## src/rtl/riscv_insn_format_decoder.sv

```systemverilog
// RV32/RV64 base instruction format decoder: splits a raw word into its fields,
// classifies the format, and buffers the decoded results in a 2-entry FIFO.
module riscv_insn_format_decoder #(
  parameter int XLEN  = 32,
  parameter int CNT_W = 16
) (
  input  logic              clk,
  input  logic              rst_n,
  input  logic              flush,
  input  logic              in_valid,
  output logic              in_ready,
  input  logic [31:0]       insn,
  input  logic              out_ready,
  output logic              out_valid,
  output logic [6:0]        opcode,
  output logic [4:0]        rd,
  output logic [4:0]        rs1,
  output logic [4:0]        rs2,
  output logic [2:0]        funct3,
  output logic [6:0]        funct7,
  output logic [XLEN-1:0]   imm,
  output logic [2:0]        fmt,
  output logic [CNT_W-1:0]  decoded_cnt,
  output logic [CNT_W-1:0]  illegal_cnt
);

  localparam logic [2:0] FMT_R   = 3'd0;
  localparam logic [2:0] FMT_I   = 3'd1;
  localparam logic [2:0] FMT_S   = 3'd2;
  localparam logic [2:0] FMT_B   = 3'd3;
  localparam logic [2:0] FMT_U   = 3'd4;
  localparam logic [2:0] FMT_J   = 3'd5;
  localparam logic [2:0] FMT_ILL = 3'd7;

  typedef struct packed {
    logic [2:0]      fmt;
    logic [6:0]      opcode;
    logic [4:0]      rd;
    logic [4:0]      rs1;
    logic [4:0]      rs2;
    logic [2:0]      funct3;
    logic [6:0]      funct7;
    logic [XLEN-1:0] imm;
  } dec_t;

  dec_t       dec;
  logic [2:0] fmt_c;

  always_comb begin
    fmt_c = FMT_ILL;
    if (insn[1:0] == 2'b11) begin
      case (insn[6:0])
        7'b0110111, 7'b0010111: fmt_c = FMT_U;
        7'b1101111:             fmt_c = FMT_J;
        7'b1100111, 7'b0000011, 7'b0010011,
        7'b0001111, 7'b1110011: fmt_c = FMT_I;
        7'b1100011:             fmt_c = FMT_B;
        7'b0100011:             fmt_c = FMT_S;
        7'b0110011:             fmt_c = FMT_R;
        7'b0011011:             fmt_c = (XLEN == 64) ? FMT_I : FMT_ILL;
        7'b0111011:             fmt_c = (XLEN == 64) ? FMT_R : FMT_ILL;
        default:                fmt_c = FMT_ILL;
      endcase
    end
  end

  // Fields a format does not define stay zero so consumers never see stray bits.
  always_comb begin
    dec        = '0;
    dec.fmt    = fmt_c;
    dec.opcode = insn[6:0];
    case (fmt_c)
      FMT_R: begin
        dec.rd     = insn[11:7];
        dec.rs1    = insn[19:15];
        dec.rs2    = insn[24:20];
        dec.funct3 = insn[14:12];
        dec.funct7 = insn[31:25];
      end
      FMT_I: begin
        dec.rd     = insn[11:7];
        dec.rs1    = insn[19:15];
        dec.funct3 = insn[14:12];
        dec.imm    = XLEN'($signed(insn[31:20]));
      end
      FMT_S: begin
        dec.rs1    = insn[19:15];
        dec.rs2    = insn[24:20];
        dec.funct3 = insn[14:12];
        dec.imm    = XLEN'($signed({insn[31:25], insn[11:7]}));
      end
      FMT_B: begin
        dec.rs1    = insn[19:15];
        dec.rs2    = insn[24:20];
        dec.funct3 = insn[14:12];
        dec.imm    = XLEN'($signed({insn[31], insn[7], insn[30:25], insn[11:8], 1'b0}));
      end
      FMT_U: begin
        dec.rd  = insn[11:7];
        dec.imm = XLEN'($signed({insn[31:12], 12'h000}));
      end
      FMT_J: begin
        dec.rd  = insn[11:7];
        dec.imm = XLEN'($signed({insn[31], insn[19:12], insn[20], insn[30:21], 1'b0}));
      end
      default: ;
    endcase
  end

  // Handshake: a beat moves on a channel at a rising edge where valid && ready
  // are both high; input beats are additionally blocked while flush is high.
  // Valid never depends on ready, and output fields hold while valid && !ready.
  dec_t       mem [2];
  logic       rd_ptr;
  logic       wr_ptr;
  logic [1:0] count;
  logic [1:0] count_nxt;
  logic       push;
  logic       pop;

  assign out_valid = (count != 2'd0);
  assign push      = in_valid && in_ready && !flush;
  assign pop       = out_valid && out_ready;
  assign count_nxt = count + 2'(push) - 2'(pop);

  always_ff @(posedge clk or negedge rst_n) begin
    if (!rst_n) begin
      for (int i = 0; i < 2; i++) begin
        mem[i]     <= '0;
        mem[i].fmt <= FMT_ILL;
      end
      rd_ptr      <= 1'b0;
      wr_ptr      <= 1'b0;
      count       <= 2'd0;
      in_ready    <= 1'b0;
      decoded_cnt <= '0;
      illegal_cnt <= '0;
    end else if (flush) begin
      rd_ptr   <= 1'b0;
      wr_ptr   <= 1'b0;
      count    <= 2'd0;
      in_ready <= 1'b1;
    end else begin
      if (push) begin
        mem[wr_ptr] <= dec;
        wr_ptr      <= ~wr_ptr;
        decoded_cnt <= decoded_cnt + CNT_W'(1);
        if (dec.fmt == FMT_ILL)
          illegal_cnt <= illegal_cnt + CNT_W'(1);
      end
      if (pop)
        rd_ptr <= ~rd_ptr;
      count    <= count_nxt;
      in_ready <= (count_nxt != 2'd2);
    end
  end

  assign fmt    = mem[rd_ptr].fmt;
  assign opcode = mem[rd_ptr].opcode;
  assign rd     = mem[rd_ptr].rd;
  assign rs1    = mem[rd_ptr].rs1;
  assign rs2    = mem[rd_ptr].rs2;
  assign funct3 = mem[rd_ptr].funct3;
  assign funct7 = mem[rd_ptr].funct7;
  assign imm    = mem[rd_ptr].imm;

endmodule

```

## config.mk

```make
export PLATFORM = sky130hd
export DESIGN_NAME = riscv_insn_format_decoder
export DESIGN_NICKNAME = d
export VERILOG_FILES = /design/src/rtl/riscv_insn_format_decoder.sv
export SDC_FILE = /design/constraint.sdc
export NUM_CORES = 1
export LEC_CHECK = 0
export ABC_CLOCK_PERIOD_IN_PS = 2000
export BUFFER_PORTS_ARGS = -buffer_cell sky130_fd_sc_hd__buf_2
export CORE_MARGIN = 10
export CORE_UTILIZATION = 40
export DETAILED_ROUTE_END_ITERATION = 6
export SETUP_SLACK_MARGIN = 0.2
export SLEW_MARGIN = 0
export SYNTH_ARGS = -nofsm -noshare
export SYNTH_HDL_FRONTEND = slang
export SYNTH_SLANG_ARGS = --single-unit
export TNS_END_PERCENT = 1
```

## constraint.sdc

```tcl
create_clock -name clk -period 2 [get_ports clk]
set_clock_uncertainty 0.05 [all_clocks]
set_input_delay 0 -clock clk [delete_from_list [all_inputs] [get_ports clk]]
set_output_delay 0 -clock clk [all_outputs]
set_load 0.02 [all_outputs]
```

Word level (Yosys, flattened, before mapping)
Cells that the tools add are included.
{ "totals": {"regBits": 171, "input_bits": 37, "output_inout_bits": 101, "wordCells": 89} }
{ "classes": {"addsub": 4, "order_cmp": 3, "eq_ne": 19, "muxes": 20, "bitwise_logic": 5, "n_reduce_logical": 16} }
{ "op_table": {"columns": ["cell", "count"], "rows": [
  ["$mux W67", 4],
  ["$pmux W32 S5", 1],
  ["$bwmux W134", 1],
  ["$demux W67 S1", 1],
  ["$add A16 B1 Y16 const B", 2],
  ["$eq A7 B7 Y1 const B", 4],
  ["$eq A7 B6 Y1 const B", 3],
  ["$pmux W3 S6", 1],
  ["$mux W5", 3],
  ["$eq A7 B5 Y1 const B", 2],
  ["$eq A3 B3 Y1 const B", 3],
  ["$reduce_or A4 Y1", 2],
  ["$eq A7 B2 Y1 const B", 1],
  ["$eq A7 B4 Y1 const B", 1],
  ["$mux W7", 1],
  ["$eq A3 B2 Y1 const B", 2],
  ["$mux W3", 2],
  ["$reduce_bool A2 Y1", 3],
  ["$mux W1", 5],
  ["$reduce_or A5 Y1", 1],
  ["$ge A2 B2 Y1 const B", 2],
  ["$logic_and A1 B1 Y1", 4],
  ["$not A1 Y2", 2],
  ["$eq A3 B1 Y1 const B", 1],
  ["other kinds (13)", 15]
]} }

Depth between registers and ports, before layout
Gate-level depths: netlist (run 1).
{ "logic_depth": {"ltp_word": 8, "mapped_depth": 9, "ltp_nobuf": 7} }

Worst setup path after synthesis (run 1)
OpenSTA, ideal clock, no wires.
{ "synth_path": {"kind": "register to register", "startpoint": "register in_ready", "endpoint": "register in_ready", "setup_ps": 131, "arrival_ps": 1927, "t_required_ps": 1819, "slack_ps": -109, "stages_incl_launch_ff": 9, "n_path_buf": 2, "period_less_slack_ps": 2109, "path_cell_list": "dfrtp_1 and3b_1 buf_2 inv_1 buf_2 ha_1 inv_1 ha_1 or3_1"} }
{ "synth_between": {"elab_chain_cells": 6} }
{ "synth_rtl": {"columns": ["element", "line_no", "source"], "rows": [
  ["from (decl)", "11", "output logic in_ready,"],
  ["from (signal assigned)", "154", "in_ready <= (count_nxt != 2'd2);"],
  ["$logic_and A1 B1 Y1 (2 in series)", "122", "assign push = in_valid && in_ready && !flush;"],
  ["$add A2 B1 Y2", "124", "assign count_nxt = count + 2'(push) - 2'(pop);"],
  ["$sub A2 B1 Y2", "124", null],
  ["$ne A2 B2 Y1", "154", null],
  ["$mux W1", "138", "end else if (flush) begin"]
]} }
Every way passes these cells.
A chain may end at the register's enable or synchronous reset.

Worst setup path in the final report (run 1)
{ "layout_path": {"startpoint": "register count[1]", "endpoint": "register in_ready"} }
{ "layout_between": {"elab_chain_cells": 5, "elab_cells_between_ends": 6, "classes_between": "add/sub (2); eq/ne (1); mux (1); reduce/logical (2)"} }
{ "layout_rtl": {"columns": ["element", "line_no", "source"], "rows": [
  ["from (decl)", "116", "logic [1:0] count;"],
  ["from (signal assigned)", "153", "count <= count_nxt;"],
  ["branches (longest 2 deep; another with $add A2 B1 Y2)", null, null],
  ["$sub A2 B1 Y2 (*)", "124", null],
  ["$ne A2 B2 Y1 (*)", "154", null],
  ["$mux W1 (*)", "138", null]
]} }
Every way passes the cells marked *.

==> flow_summary.toml, run 1 <==
[run_status]
status = "finished, final reports clean"

[sta]
fin_crit_ns = 1.829
finalCritPeriodShare_pct = 91.44
setup_slack_ns = 0.1711
whs_ns = 0.02636
finalHoldViolations = 0
fmax_ghz = 0.5468
slew_headroom_pct = 64.01
tightest_slew_ns = 0.5398
finalSetupViolations = 0
slew_violations = 0
rsz0062_at_grt = "true"
fin_setup_tns_ns = 0

[clock_tree]
cts.htree.levels = 4
clk_latency_ns = 0.42
cts_tree = "built"
cts_made_buffers = 17
cts_sinks = 171
clock_path_buffers = 2
cts_root_buffer = "clkbuf_16"
clkTransAtPathRegs_ns = 0.07

[global_routing]
grt_pass1_vias = 6614
grt_pass1_wl_um = 35270
antenna_found_initial = 3
overflow = 0
grt_max_degree = 69
grt_use_total_pct = 16.37

[layout]
finalNetCount = 1001
final_common_cell = "nand2_1"
design_area_sq_um = 10270
area_growth_pct = 26.41
drive_gt1_share_pct = 31.28
final_cell_mix = "nand2_1 (204), dfrtp_1 (162), buf_2 (136)"

[route]
drt_iter0_drc = 411
routedWlPerCell_um = 17.17
via_per_inst = 5.134
post-route-drc-count = 0
finalWirelength_um = 21340
vias = 6382
ant_nets = 0
drtPass1Iterations = 5

[setup_path]
worstSetupStartpointType = "flip-flop"
required_ns = 2.26
crit_path_max_fanout = 2
critical_path_class = "reg -> reg"
critPathArrivalTime_ns = 2.09
reg2reg_slack_ns = 0.17
cp-end-kind = "flip-flop"

[power_and_ir_drop]
power_leakage_nw = 4.857
ir_worst_vdd_mv = 0.6642
power_density_nw_per_um2 = 1045

[floorplanning]
fp-row-count = 52
initial_core_util_pct = 40.41
die_x_um = 162.5
dieArea_sq_um = 26410
die_h_um = 162.5
boundaryPins = 138
core_sq_um = 20100

[job]
cap_violations = 0

[logic_synthesis]
synth_fp_nets = 835
synth-seq-cells = 171
synth_top_area_share_pct = 50.82
synth_area_sq_um = 8124
synth.area.top_cells = "dfrtp_1 (51%), mux2_2 (9.7%), nand2_1 (9.5%)"
synthCells = 794
ys_types = 52
avgSynthCellArea_sq_um = 10.23
ys_seq_area_share_pct = 52.76
yosys_warnings = 0
yosys.area.top_type = "dfrtp_1"

[placement]
place_ws_ns = 0.1169
portBuffers = 137
gp_congestion = 0.7998
dpl-instance-area_sq_um = 9276
dp_hpwl_um = 14940

[min_path]
hold_class = "in -> reg"
[metrics by stage]
stage	power [mW]	util, %	cells
after detailed placement	7.321	46.14	1175
after CTS	10.85	50.98	1242
final	10.73	51.08	1243
after global routing	11.33	51.08	1243
after floorplan	6.277	-	794
after global placement	7.285	46.14	1175
[worst paths after layout]
path / start / to / depth (start not counted)
setup / recovery: count[1]$_DFF_PN0_ / in_ready$_DFF_PN0_ / 6
hold / removal: insn[3] / mem[127]$_DFFE_PN0P_ / 3
setup reg to reg: count[1]$_DFF_PN0_ / in_ready$_DFF_PN0_ / 6
hold reg to reg: decoded_cnt[15]$_DFFE_PN0P_ / decoded_cnt[15]$_DFFE_PN0P_ / 1
max in group asynchronous: rst_n / mem[64]$_DFFE_PN1P_ / 3
min in group asynchronous: rst_n / mem[33]$_DFFE_PN0P_ / 2
[layout make-up]
cell class | instances | area, sq um
Tap cell | 270 | 337.8
Multi-Input combinational cell | 563 | 3638
Timing Repair Buffer | 202 | 1375
Antenna cell | 1 | 2.502
Fill cell | 1863 | 9834
Inverter | 5 | 21.27
Sequential cell | 171 | 4290
Clock buffer | 18 | 439.2
Clock inverter | 13 | 165.2
[sequential cells by signal, indices dropped and copies added, names as in the netlist]
name / flops
mem: 134
in_ready: 1
decoded_cnt: 16
rd_ptr: 1
illegal_cnt: 16
count: 2
wr_ptr: 1
[critical path, cell delays in order (launching register included)]
cell and delay [ns]:
dfrtp_1 0.39, or2_4 0.25, and2_4 0.17, ha_4 0.25
inv_2 0.04, ha_4 0.22, or3_1 0.35
[repair_timing]
| item | in CTS | in global routing |
|---|---|---|
| gates resized for setup | 2 | 3 |
| endpoints found under the setup margin | 47 | 115 |
| setup buffers | 1 | 0 |
| hold buffers | 35 | 0 |
| pin swaps | 0 | 0 |
| hold endpoints to repair | 272 | 0 |
[report_power, final]
group          total, mW  switching, mW  internal, mW
sequential          4.41          0.376          4.04
clock               3.42           1.42          2.00
combinational       2.90           1.72          1.18
[cell usage after synthesis (all sizes together)]
master   count
or3          2
buf         28
nor2        15
or2          1
o21ba        1
mux2        70
nand4       12
nor2b        2
ha           4
xnor2       13
and4         1
a2111oi      7
a32o         1
nand2      205
a21oi       17
o31ai        4
o21a         2
a211oi       3
o211ai      43
nor3b        1
dfrtp      165
a31oi        1
and3b        2
o2111ai      1
and2b        1
xor2        21
and4b        3
dfstp        6
a22oi        4
a22o        12
nand2b       3
a21o         1
nand3       15
o21ai       76
or4          1
and3         6
clkbuf      27
and2         9
nor3         2
inv          5
nand3b       1
[metal layers]
layer	vias to the layer above	wire length [um]	track usage, %
met1	3111	9719	21.10
met4	4	155	4.301
met3	18	1366	4.727
met5	-	24	0
met2	148	10070	26.38
li1	3101	-	-
[logic make-up after synthesis]
family                     after synthesis  share of synthesized area [%]
and+or+nand+nor                        282                          15.20
AOI/OAI and AO/OA                      173                          14.83
DFF                                    171                          52.76
muxes                                   70                          9.703
buffers and inverters                   60                          3.219
xor gates and xnor gates                34                          3.666
adders and majority gates                4                         0.6161
(Power assumes the default switching activity.)
==> inputs of run 2 (changes only) <==
- CELL_PAD_IN_SITES_DETAIL_PLACEMENT: default -> 1
- CELL_PAD_IN_SITES_GLOBAL_PLACEMENT: default -> 2
- CORE_ASPECT_RATIO: default -> 0.5
- CORE_UTILIZATION: 40 -> 32
- PLACE_DENSITY_LB_ADDON: default -> 0.1
==> run 2 against run 1 <==
Non-clock buffer count grew 11. Clock-buffer cell count grew 2. Via count grew 0.72%. Sequential share of layout area down 1.2 points. Register-to-register slack got worse by 0.04 ns. Sequential power barely moved. Combinational power grew 7.2%. Largest cell class unchanged. Largest power group unchanged. Die area grew 23%. Design area increased by 3.1%. Final cell count rose by 6.9%.
==> flow_summary.toml, run 2 (synthesis results as in run 1) <==
[run_status]
status = "finished, final reports clean"

[setup_path]
crit_path_max_fanout = 2
critPathArrivalTime_ns = 2.15
reg2reg_slack_ns = 0.13
cpMostUsedCell = "ha_4"
worstReg2RegEnd = "in_ready$_DFF_PN0_"
slowest_stage = "dfrtp_1"
slowest_delay_ns = 0.39
reg2reg_depth = 7
critical_path_class = "reg -> reg"
rr_startpoint = "count[0]$_DFF_PN0_"
required_ns = 2.27
cp-end-kind = "flip-flop"
crit_chain = "or2_4 > and2_4 > ha_4 > inv_2 > ha_4 > xnor2_2 > or3_1"
worstSetupStartpointType = "flip-flop"

[floorplanning]
core_sq_um = 25090
boundaryPins = 138
die_h_um = 132.7
initial_core_util_pct = 32.39
die_x_um = 245.3
dieArea_sq_um = 32550
fp-row-count = 41

[layout]
design_area_sq_um = 10590
max_flop_register = "mem"
final_cell_mix = "nand2_1 (204), dfrtp_1 (162), buf_2 (135)"
drive_gt1_share_pct = 32.89
antenna_cells = 0
top_regs = "mem (134), decoded_cnt (16), illegal_cnt (16)"
multi_input_area_sq_um = 3771
regArea_sq_um = 4293
fillers = 2840
finalNetCount = 1013
final_common_cell = "nand2_1"
area_growth_pct = 30.39
largest_reg_flops = 134

[global_routing]
grt_use_total_pct = 15.99
grt_max_degree = 55
antenna_found_initial = 2
grt_pass1_wl_um = 40990
grt_pass1_vias = 7125
overflow = 0

[sta]
fin_setup_tns_ns = 0
slew_violations = 0
whs_ns = 0.04241
finalCritPeriodShare_pct = 93.62
fmax_ghz = 0.5341
tightest_slew_ns = 0.5252
finalHoldViolations = 0
finalSetupViolations = 0
slew_headroom_pct = 64.85
fin_crit_ns = 1.872
rsz0062_at_grt = "true"

[min_path]
worstHoldEndpoint = "mem[130]$_DFFE_PN0P_"
min_path_cells = 3
hp-start = "insn[6]"
hold_class = "in -> reg"

[placement]
portBuffers = 137
dp_hpwl_um = 17180
dpl-instance-area_sq_um = 9339
gp_congestion = 0.7582

[clock_tree]
cts_root_buffer = "clkbuf_16"
cts_sinks = 171
clock_path_buffers = 2
cts.htree.levels = 4
cts_tree = "built"
cts_made_buffers = 17
clkTransAtPathRegs_ns = 0.07
clk_latency_ns = 0.45

[job]
cap_violations = 0

[power_and_ir_drop]
power_leakage_nw = 4.937
total_power_mw = 11.13
ir_worst_vdd_mv = 0.5907
power_density_nw_per_um2 = 1050

[route]
routedWlPerCell_um = 19.23
finalWirelength_um = 25550
vias = 6428
drtPass1Iterations = 4
drt_iter0_drc = 277
ant_nets = 0
post-route-drc-count = 0
via_per_inst = 4.837
run 2: final cells by class:
| class | instances | share of cell area (%) |
|---|---|---|
| Clock buffer | 20 | 4.311 |
| Clock inverter | 12 | 1.595 |
| Inverter | 5 | 0.2008 |
| Multi-Input combinational cell | 564 | 35.60 |
| Sequential cell | 171 | 40.53 |
| Tap cell | 344 | 4.063 |
| Timing Repair Buffer | 213 | 13.70 |
run 2: worst max-delay path: cells and delay by family (launching register included):
| family | cells | cell delay [ns] |
|---|---|---|
| xor+xnor | 1 | 0.14 |
| fa+ha+maj | 2 | 0.41 |
| buf+inv | 1 | 0.04 |
| flops | 1 | 0.39 |
| simple gates | 3 | 0.73 |
run 2: how the worst max path moves through the flow:
stage               cells after the start                          end                       start  slack [ns]
finish                                  7           in_ready$_DFF_PN0_          count[0]$_DFF_PN0_        0.13
global route                            5  illegal_cnt[15]$_DFFE_PN0P_  illegal_cnt[2]$_DFFE_PN0P_        0.09
CTS                                     7           in_ready$_DFF_PN0_          count[0]$_DFF_PN0_        0.16
detailed placement                      6           in_ready$_DFF_PN0_          count[0]$_DFF_PN0_        0.07
global placement                        6           in_ready$_DFF_PN0_          count[0]$_DFF_PN0_        0.11
floorplan                               8           in_ready$_DFF_PN0_          in_ready$_DFF_PN0_        0.08
run 2: per-stage QoR:
step / utilization [%] / std cells / worst slack, ns
final: 42.23 / 1329 / 0.1275
after global routing: 42.23 / 1329 / 0.09200
after CTS: 41.34 / 1319 / 0.1615
after detailed placement: 37.23 / 1248 / 0.07153
after global placement: 37.23 / 1248 / 0.1106
after floorplan: - / 794 / 0.07782
run 2: routing by layer:
metal | wire length, um | GRT usage, %
met4 | 317 | 4.841
met1 | 12110 | 20.68
met3 | 766 | 3.515
met2 | 12340 | 26.19
met5 | 13 | 0
run 2: timing repair:
action / CTS / global route
pin swaps: 5 / 9
hold endpoints to repair: 295 / 0
gates cloned: 0 / 1
hold buffers: 36 / 0
resized for setup: 3 / 24
endpoints found under the setup margin: 40 / 167
buffers inserted: 3 / 9
run 2: where the power goes:
part           internal, mW  total (mW)  switching (mW)
combinational          1.26        3.11            1.85
clock                  2.15        3.60            1.45
sequential             4.04        4.42           0.382
==> inputs of run 3 (changes only) <==
- ABC_CLOCK_PERIOD_IN_PS: 2000 -> 1790
- CORE_UTILIZATION: 32 -> 36
- clock period: 2 -> 1.79 ns (I/O delays scaled with it)
==> run 3 against run 2 <==
The flow now finishes with violations (negative setup slack). Combinational power up 43%. Critical endpoint unchanged. Clock-buffer cell count up 2. Sequential share of layout area down 4.0 points.
==> flow_summary.toml, run 3 (synthesis results as in run 1) <==
[run_status]
status = "complete, but fails checks"
violations = "negative setup slack"

[clock_tree]
clock_path_buffers = 2
cts_tree = "built"
cts_root_buffer = "clkbuf_16"
cts_made_buffers = 17
clkTransAtPathRegs_ns = 0.07
clk_latency_ns = 0.44
cts.htree.levels = 4
cts_sinks = 171

[layout]
top_regs = "mem (134), decoded_cnt (16), illegal_cnt (16)"
fillers = 2348
final_cell_mix = "nand2_1 (173), dfrtp_1 (162), buf_2 (71)"
regArea_sq_um = 4293
area_growth_pct = 44.54
finalNetCount = 1027
fin_util_pct = 53.57
max_flop_register = "mem"
multi_input_area_sq_um = 4259
drive_gt1_share_pct = 39.84
final_common_cell = "nand2_1"
largest_reg_flops = 134

[setup_path]
critical_path_class = "reg -> reg"
critPathArrivalTime_ns = 2.10
required_ns = 2.06
cp-end-kind = "flip-flop"
worstSetupStartpointType = "flip-flop"
crit_path_max_fanout = 2

[floorplanning]
die_x_um = 232.4
dieArea_sq_um = 29340
boundaryPins = 138
core_sq_um = 21920
initial_core_util_pct = 37.06
die_h_um = 126.2
fp-row-count = 38

[placement]
dp_hpwl_um = 17460
portBuffers = 137
gp_congestion = 0.8261
place_ws_ns = -0.1136

[route]
post-route-drc-count = 0
finalWirelength_um = 25570
via_per_inst = 5.095
vias = 6629
ant_nets = 0
drt_iter0_drc = 295
routedWlPerCell_um = 19.65
drtPass1Iterations = 4

[sta]
whs_ns = 0.1336
finalCritPeriodShare_pct = 102.0
rsz0062_at_grt = "true"
tightest_slew_ns = 0.5496
finalSetupViolations = 1
fin_crit_ns = 1.827
fmax_ghz = 0.5474
setup_slack_ns = -0.03667
slew_violations = 0
slew_headroom_pct = 63.25
finalHoldViolations = 0

[global_routing]
overflow = 0
antenna_found_initial = 1
grt_use_total_pct = 17.62
grt_pass1_vias = 7201
grt_pass1_wl_um = 41140
grt_max_degree = 57

[power_and_ir_drop]
ir_worst_vdd_mv = 0.7445
power_leakage_nw = 5.367
power_density_nw_per_um2 = 1147

[min_path]
hold_class = "in -> reg"

[job]
cap_violations = 0
-- run 3: cell types whose count changed in the layout (fill, tap and decap cells not counted), sizes merged --
cell,previous run,this run
buf,178,189
clkbuf,20,23
diode,0,2
dlygate4sd3,35,37
bufbuf,0,1
clkinvlp,2,1
inv,6,5
o21ai,77,76
-- run 3: what timing repair did --
action	in CTS	in global routing
resized for setup	180	157
endpoints found under the hold margin	296	0
pin swaps	29	75
buffers inserted	2	0
setup endpoints to repair	134	188
hold buffers	37	0
-- run 3: layout make-up --
| cell class | instances | share of cell area [%] |
|---|---|---|
| Multi-Input combinational cell | 563 | 36.27 |
| Timing Repair Buffer | 228 | 18.32 |
| Clock buffer | 22 | 4.038 |
| Antenna cell | 2 | 0.04262 |
| Inverter | 5 | 0.1811 |
| Tap cell | 300 | 3.197 |
| Clock inverter | 10 | 1.396 |
| Sequential cell | 171 | 36.56 |
-- run 3: power breakdown --
group	switching (mW)	total (mW)	internal [mW]
combinational	2.34	4.45	2.11
clock	1.59	4.04	2.45
sequential	0.470	4.99	4.52
-- run 3: per-layer routing --
layer | GRT usage (%) | wire length (um)
met5 | 0 | 0
met4 | 4.241 | 201
met3 | 4.460 | 1011
met2 | 28.75 | 12380
met1 | 22.98 | 11980
-- run 3: final timing paths --
kind                                             startpoint                          end  slack, ns  depth (start not counted)
worst max-delay path                     count[1]$_DFF_PN0_           in_ready$_DFF_PN0_      -0.04                          7
worst min-delay path                                insn[3]   illegal_cnt[0]$_DFFE_PN0P_       0.13                          4
worst max register to register           count[1]$_DFF_PN0_           in_ready$_DFF_PN0_      -0.04                          7
worst min register to register  decoded_cnt[15]$_DFFE_PN0P_  decoded_cnt[15]$_DFFE_PN0P_       0.42                          1
max in group asynchronous                             rst_n          mem[65]$_DFFE_PN1P_       0.45                          4
min in group asynchronous                             rst_n          mem[93]$_DFFE_PN0P_       0.53                          3
-- run 3: metrics by stage --
| stage | TNS, ns | instance area [sq um] | total power, mW | std cells |
|---|---|---|---|---|
| final | -0.03667 | 11740 | 13.47 | 1301 |
| after global routing | -0.1098 | 11740 | 14.22 | 1299 |
| after CTS | -0.03657 | 11260 | 13.30 | 1299 |
| after detailed placement | -0.1254 | 9614 | 8.554 | 1228 |
| after global placement | -0.06302 | 9614 | 8.465 | 1228 |
| after floorplan | -0.1872 | 8172 | 7.014 | 794 |
-- run 3: worst max-delay path, cell delays in order (launching register included) --
cell and delay (ns):
dfrtp_1 0.38, or2_4 0.25, and2_4 0.15, ha_4 0.26, inv_2 0.04, ha_4 0.15, xnor2_1 0.12, or3_1 0.31
